[config.mk]
export PLATFORM = sky130hd
export DESIGN_NAME = alu_cmd_initiator
export DESIGN_NICKNAME = d
export VERILOG_FILES = /design/src/rtl/alu_cmd_initiator.sv
export SDC_FILE = /design/constraint.sdc
export NUM_CORES = 1
export LEC_CHECK = 0
export BUFFER_PORTS_ARGS = -buffer_cell sky130_fd_sc_hd__buf_2
export CAP_MARGIN = 20
export CORE_MARGIN = 3
export CORE_UTILIZATION = 56
export CTS_BUF_LIST = sky130_fd_sc_hd__clkbuf_16
export DETAILED_ROUTE_END_ITERATION = 8
export PLACE_DENSITY = 0.76
export SLEW_MARGIN = 40
export SYNTH_ARGS = -nofsm -noshare
export SYNTH_HDL_FRONTEND = slang
export SYNTH_SLANG_ARGS = --single-unit
[constraint.sdc]
create_clock -name clk -period 3 [get_ports clk]
set_input_delay 0.6 -clock clk [delete_from_list [all_inputs] [get_ports clk]]
set_output_delay 0.6 -clock clk [all_outputs]
set_load 0.005 [all_outputs]
[src/rtl/alu_cmd_initiator.sv]
// alu_cmd_initiator: initiator for a combinational sel/op/data1/data2 -> 16-bit ALU.
// Accepts one command at a time and drives it onto the ALU for SETTLE_CYCLES.
// It then samples the ALU result into a first-word-fall-through response FIFO.
// A divide by zero is answered locally with {16'hFFFF, err=1}; it never reaches the ALU.
// Ports:
//   clk, rst_n                    clock, async active-low reset
//   cmd_valid/cmd_ready           command stream handshake
//   cmd_sel/op/data1/data2        command payload
//   alu_sel/op/data1/data2        held ALU inputs
//   alu_result                    ALU output
//   rsp_valid/rsp_ready           response stream handshake
//   rsp_data, rsp_err             FIFO head entry
//   busy                          command in flight
module alu_cmd_initiator #(
  parameter int unsigned SETTLE_CYCLES = 1,
  parameter int unsigned FIFO_DEPTH    = 4
) (
  input  logic        clk,
  input  logic        rst_n,
  input  logic        cmd_valid,
  output logic        cmd_ready,
  input  logic        cmd_sel,
  input  logic [1:0]  cmd_op,
  input  logic [7:0]  cmd_data1,
  input  logic [7:0]  cmd_data2,
  output logic        alu_sel,
  output logic [1:0]  alu_op,
  output logic [7:0]  alu_data1,
  output logic [7:0]  alu_data2,
  input  logic [15:0] alu_result,
  output logic        rsp_valid,
  input  logic        rsp_ready,
  output logic [15:0] rsp_data,
  output logic        rsp_err,
  output logic        busy
);

  localparam int unsigned PTR_W = (FIFO_DEPTH > 1) ? $clog2(FIFO_DEPTH) : 1;
  localparam int unsigned CNT_W = PTR_W + 1;
  localparam int unsigned SET_W = 4;
  localparam int unsigned ENT_W = 17;

  localparam logic [1:0] S_IDLE  = 2'd0;
  localparam logic [1:0] S_DRIVE = 2'd1;
  localparam logic [1:0] S_TRAP  = 2'd2;

  logic [1:0]       state_q, state_d;
  logic [SET_W-1:0] settle_q, settle_d;
  logic [CNT_W-1:0] count_q, count_d;
  logic [PTR_W-1:0] wr_ptr_q, rd_ptr_q;
  logic [ENT_W-1:0] mem_q [FIFO_DEPTH];

  logic             accept_c;
  logic             div0_c;
  logic             load_alu_c;
  logic             push_c;
  logic             pop_c;
  logic [ENT_W-1:0] push_ent_c;
  logic             ready_d;

  assign accept_c = cmd_valid && cmd_ready;
  assign div0_c   = !cmd_sel && (cmd_op == 2'd3) && (cmd_data2 == 8'd0);
  assign pop_c    = rsp_valid && rsp_ready;

  // Next-state, settle counter and FIFO push decode.
  always_comb begin
    state_d    = state_q;
    settle_d   = settle_q;
    load_alu_c = 1'b0;
    push_c     = 1'b0;
    push_ent_c = '0;
    case (state_q)
      S_IDLE: begin
        if (accept_c) begin
          if (div0_c) begin
            state_d = S_TRAP;
          end else begin
            load_alu_c = 1'b1;
            settle_d   = SET_W'(SETTLE_CYCLES - 1);
            state_d    = S_DRIVE;
          end
        end
      end
      S_DRIVE: begin
        if (settle_q == '0) begin
          push_c     = 1'b1;
          push_ent_c = {1'b0, alu_result};
          state_d    = S_IDLE;
        end else begin
          settle_d = settle_q - SET_W'(1);
        end
      end
      S_TRAP: begin
        push_c     = 1'b1;
        push_ent_c = {1'b1, 16'hFFFF};
        state_d    = S_IDLE;
      end
      default: state_d = S_IDLE;
    endcase
  end

  assign count_d = count_q + CNT_W'(push_c) - CNT_W'(pop_c);
  // Space is reserved at accept time, so an in-flight push always fits.
  assign ready_d = (state_d == S_IDLE) && (count_d < CNT_W'(FIFO_DEPTH));

  // Control state and registered status outputs.
  always_ff @(posedge clk or negedge rst_n) begin
    if (!rst_n) begin
      state_q   <= S_IDLE;
      settle_q  <= '0;
      count_q   <= '0;
      wr_ptr_q  <= '0;
      rd_ptr_q  <= '0;
      cmd_ready <= 1'b0;
      rsp_valid <= 1'b0;
      busy      <= 1'b0;
    end else begin
      state_q   <= state_d;
      settle_q  <= settle_d;
      count_q   <= count_d;
      if (push_c) wr_ptr_q <= wr_ptr_q + PTR_W'(1);
      if (pop_c)  rd_ptr_q <= rd_ptr_q + PTR_W'(1);
      cmd_ready <= ready_d;
      rsp_valid <= (count_d != '0);
      busy      <= (state_d != S_IDLE);
    end
  end

  // ALU inputs hold the last non-trapped command.
  always_ff @(posedge clk or negedge rst_n) begin
    if (!rst_n) begin
      alu_sel   <= 1'b0;
      alu_op    <= 2'd0;
      alu_data1 <= 8'd0;
      alu_data2 <= 8'd0;
    end else if (load_alu_c) begin
      alu_sel   <= cmd_sel;
      alu_op    <= cmd_op;
      alu_data1 <= cmd_data1;
      alu_data2 <= cmd_data2;
    end
  end

  // Response storage.
  always_ff @(posedge clk or negedge rst_n) begin
    if (!rst_n) begin
      for (int unsigned i = 0; i < FIFO_DEPTH; i++) mem_q[i] <= '0;
    end else if (push_c) begin
      mem_q[wr_ptr_q] <= push_ent_c;
    end
  end

  assign rsp_data = mem_q[rd_ptr_q][15:0];
  assign rsp_err  = mem_q[rd_ptr_q][16];

endmodule

* Yosys cells after proc, flatten, opt, wreduce, memory -nomap -nowiden
Cells that the tools add are included.
Word-level totals: output and inout bits 39, logic and storage cells 69, input port bits 39, register bits 103
Cells by class: reductions and logical operators 15, magnitude comparators 4, eq/ne operators 6, muxes and demuxes 21, $add $sub $neg 5, bitwise gates (word level) 2
Operator list (number):
- $bwmux W68 | 1
- $mux W17 | 3
- $bmux W17 S2 | 1
- $demux W17 S2 | 1
- $pmux W17 S2 | 1
- $mux W16 | 1
- $mux W4 | 3
- $logic_not A8 Y1 | 1
- $pmux W4 S2 | 1
- $ge A3 B3 Y1 const B | 2
- $logic_and A1 B1 Y1 | 6
- $mux W2 | 3
- $ne A2 B2 Y1 const B | 3
- $not A2 Y3 | 2
- $add A2 B1 Y2 const B | 2
- $eq A2 B2 Y1 const B | 2
- $logic_not A2 Y1 | 2
- $logic_not A4 Y1 | 1
- $mux W1 | 4
- $pmux W2 S2 | 1
- $reduce_and A4 Y1 | 1
- $reduce_bool A2 Y1 | 2
- $sub A4 B1 Y4 const B | 1
- $add A3 B1 Y3 | 1
- 7 further kinds | 7

* Logic depth before layout (Yosys ltp)
depth after elaboration 8, mapped depth 13, gate-level depth less buffers 12

* Worst setup path after synthesis
OpenSTA, ideal clock, no wires.
path kind reg2reg, from reg state_q[1], to reg rsp_valid, arrival 2.659 ns, stages on the path, launching flop included 14, data required time 2.869 ns, setup slack 0.209 ns, library setup time 0.131 ns, period minus slack after synthesis 2.791 ns, cell sequence dfrtp_1 -> inv_1 -> ha_1 -> buf_2 -> and4bb_2 -> o21ai_1 -> ha_1 -> inv_1 -> ha_1 -> inv_1 -> fa_1 -> xnor2_1 -> xnor2_1 -> or3_1
On the way: cells in the longest elaborated chain, start to end 5
Ends and longest elaborated chain:
- start, declared | line 47 | logic [1:0] state_q, state_d;
- start signal, assigned | line 118 | state_q <= state_d;
- $eq A2 B2 Y1 or $eq A2 B1 Y1 (tied branches) | line 72 | case (state_q)
- $pmux W1 S2 (*) | line 72
- $add A3 B1 Y3 (*) | line 102 | assign count_d = count_q + CNT_W'(push_c) - CNT_W'(pop_c);
- $sub A3 B1 Y3 (*) | line 102
- via count_d[2] | line 49 | logic [CNT_W-1:0] count_q, count_d;
- $reduce_bool A3 Y1 (*) | line 124 | rsp_valid <= (count_d != '0);
- end signal, assigned | line 124
- end, declared | line 31 | output logic rsp_valid,
Mark *: on every way through the listed nets, which the timed path passes. The rest lies on a longest branch. A chain may end at the register's enable or synchronous reset.

* Worst setup path after layout
from reg settle_q[0], to reg rsp_valid
On the way: cells in the longest elaborated chain, start to end 6
Ends and longest elaborated chain:
- start, declared | line 48 | logic [SET_W-1:0] settle_q, settle_d;
- start signal, assigned | line 119 | settle_q <= settle_d;
- $logic_not A4 Y1 | line 85 | if (settle_q == '0) begin
- $mux W1 | line 85
- $pmux W1 S2 | line 72
- $add A3 B1 Y3 | line 102
- $sub A3 B1 Y3 | line 102
- via count_d[2] | line 49
- $reduce_bool A3 Y1 | line 124
The timed path passes the listed nets, and every way through them passes these cells.

==> impl_metrics.py <==
metrics = {
    "outcome": {
        "status": "finished, final reports clean",
    },
    "yosys": {
        "yosysUniqueCellTypes": 41,
        "ys_warn_count": 0,
        "synth_ff_type": "dfrtp_1",
        "synth_edf_count": 0,
        "async_reset_ff_frac": 1.000,
        "ys_ff_latch": 103,
        "syn_inst": 383,
        "synth_area_mm2": 0.004542,
        "syn_nets": 434,
        "yosysSeqAreaShare": 0.5675,
        "avgSynthCellArea_um2": 11.86,
    },
    "place": {
        "placed_cell_area_mm2": 0.005034,
        "dp_slack_ns": 0.07432,
        "io_buffers": 77,
        "gp_congestion": 0.7325,
        "placed_cells": 549,
        "dp_hpwl_um": 6113,
    },
    "sta": {
        "skew_ns": 0.008204,
        "finalSetupTns_ns": 0,
        "rsz0062_at_grt": "no",
        "period_share": 0.9451,
        "fin_crit_ns": 2.835,
        "fmax_ghz": 0.3527,
        "worst_pin_slew_ns": 0.6739,
        "layout_setup_ws_ns": 0.1648,
        "final-max-slew-violation-count": 0,
        "hold_ws_ns": 0.2956,
        "relSlewSlack": 0.5507,
        "hold_viol_final": 0,
        "finalSetupViolCount": 0,
    },
    "worst_setup_path": {
        "r2r-start": "settle_q[0]",
        "worstReg2RegEnd": "rsp_valid",
        "ff2ff_path_depth": 12,
        "cp-start-kind": "flip-flop",
        "cp_max_fo": 6,
        "critPathKind": "reg2reg",
        "reg2reg_slack_ns": 0.16,
        "required_ns": 3.21,
        "arrival_ns": 3.05,
        "worstSetupEndpointType": "flip-flop",
    },
    "detailed_routing": {
        "drt-pass1-iter-count": 4,
        "drt_wl_total_um": 9086,
        "ant_nets": 0,
        "vias_per_cell": 5.506,
        "dr.first_iter.drc_count": 104,
        "wl_per_cell_um": 16.08,
        "route.detailed.drc": 0,
        "vias": 3111,
    },
    "floorplanning": {
        "initial_utilization": 0.5817,
        "io_pins": 78,
        "die_y_um": 96.06,
        "die_x_um": 96.06,
        "fp.dieArea_mm2": 0.009228,
        "core_mm2": 0.007807,
        "num_rows": 32,
    },
    "grt": {
        "grt_overflow_total": 0,
        "grt_pass1_vias": 3198,
        "grt_first_pass_wirelength_um": 15110,
        "antenna_found_initial": 1,
        "grt_max_degree": 53,
        "grtUsageTotal": 0.2151,
    },
    "layout": {
        "syn2layout_area_growth_pct": 19.20,
        "seqCellArea_mm2": 0.002577,
        "multi_input_area_mm2": 0.001842,
        "post-route-util": 0.6934,
        "fin_cells": 565,
        "drive_above_1_share": 0.3153,
        "fill_cells": 582,
        "antennaDiodeCount": 0,
        "fin_area_mm2": 0.005414,
        "final_nets": 509,
    },
    "worst_hold_path": {
        "hold_path.class": "in2async",
    },
    "clock_tree": {
        "cts.sinks": 103,
        "cts_made_buffers": 9,
        "clock_path_buffers": 2,
        "cts.clk_slew.worst_paths_ns": 0.07,
        "cts-root-buf": "clkbuf_16",
        "postCtsSetupRepairBufs": 0,
        "insertion_delay_ns": 0.33,
        "htree_levels": 3,
        "cts_tree": "built",
    },
    "job": {
        "cap_viol_max_count": 0,
    },
    "pwr": {
        "power.density_cell_area_mw_per_mm2": 989.4,
        "leakagePower_nw": 2.580,
        "max-vdd-ir-drop_v": 0.0005763,
        "p_total_mw": 5.357,
    },
}
-- report_power, final --
part	total [mW]	internal (mW)	switching, mW
clock	1.38	0.895	0.484
combinational	1.74	0.942	0.798
sequential	2.24	1.92	0.320
-- per-layer routing --
metal	vias up	global-route usage	routed length (um)
met1	1532	0.2871	3979
met4	2	0.04739	70
li1	1483	-	-
met3	8	0.05786	460
met2	86	0.3548	4568
met5	-	0	7
-- worst max path at each step --
stage,slack (ns),end,startpoint,cells past startpoint
finish,0.16,rsp_valid,settle_q[0],12
global route,0.01,rsp_valid,settle_q[0],12
CTS,0.06,rsp_valid,settle_q[0],12
detailed placement,0.07,rsp_valid,settle_q[0],12
global placement,0.16,rsp_valid,settle_q[0],12
floorplan,0.21,rsp_valid,state_q[1],13
-- Yosys cell counts, types with 2 or more instances --
master	instances	area, um2
a21oi_1	4	20.02
a31oi_1	2	12.51
and2_1	2	12.51
buf_2	5	25.02
buf_6	2	22.52
clkbuf_1	14	52.55
dfrtp_1	103	2577
ha_1	11	137.6
inv_1	10	37.54
mux2_1	5	56.30
mux2_2	9	101.4
mux2_4	10	150.1
mux4_2	17	382.9
nand2_1	68	255.2
nand3_1	2	10.01
nand4_1	2	12.51
nor2_1	19	71.32
nor3_1	4	20.02
o211ai_1	3	22.52
o211ai_2	3	37.54
o21ai_0	55	275.3
o21ai_1	10	50.05
o22ai_1	2	12.51
xnor2_1	4	35.03
-- what timing repair did --
action / in CTS / in global routing
setup endpoints to repair: 0 / 1
resized for setup: 0 / 3
hold buffers: 0 / 0
-- cells in the final DEF, fill, tap and decap left out, drive strengths merged, types with 2 or more instances in the layout --
cell	n
nand2	68
inv	11
buf	86
and2	2
clkbuf	9
o21ai	65
mux4	17
o211ai	6
ha	11
a21oi	4
nor2	20
o22ai	2
xnor2	4
clkinv	2
nand4	2
mux2	24
a31oi	2
nand3	3
nor3	4
bufinv	4
dfrtp	103
-- area by class of cell --
class,instances,area share
clock buffer,9,0.04160
clock inverter,7,0.02519
inverter,10,0.006933
multi-input combinational,248,0.3402
sequential,103,0.4761
tap,102,0.02357
timing repair buffer,86,0.08643
-- worst max-delay path, stage by stage (launching register included) --
cell and delay (ns):
dfrtp_1 0.41, inv_1 0.08, ha_1 0.24, and4bb_2 0.32
o21ai_4 0.17, ha_1 0.25, inv_1 0.05, ha_1 0.13
inv_1 0.05, fa_1 0.40, xnor2_2 0.15, xnor2_1 0.15
or3_1 0.32
-- logic make-up (layout without fill, tap and decap cells) --
kind of cell             after synthesis  count (layout)  share of synthesized area
AO/OA/AOI/OAI                         83              83                     0.1019
multiplexers                          41              41                     0.1521
buffers and inverters                 32             112                    0.03113
XOR/XNOR                               5               5                   0.009641
adder cells (fa/ha/maj)               12              12                    0.03471
flip-flops                           103             103                     0.5675
AND/OR/NAND/NOR                      107             107                     0.1030
-- sequential cells by signal (all words and copies together), names as in the netlist --
| signal | count |
|---|---|
| alu_data1 | 8 |
| alu_data2 | 8 |
| alu_op | 2 |
| alu_sel | 1 |
| busy | 1 |
| cmd_ready | 1 |
| count_q | 3 |
| mem_q | 68 |
| rd_ptr_q | 2 |
| rsp_valid | 1 |
| settle_q | 4 |
| state_q | 2 |
| wr_ptr_q | 2 |
(Power assumes the default switching activity.)
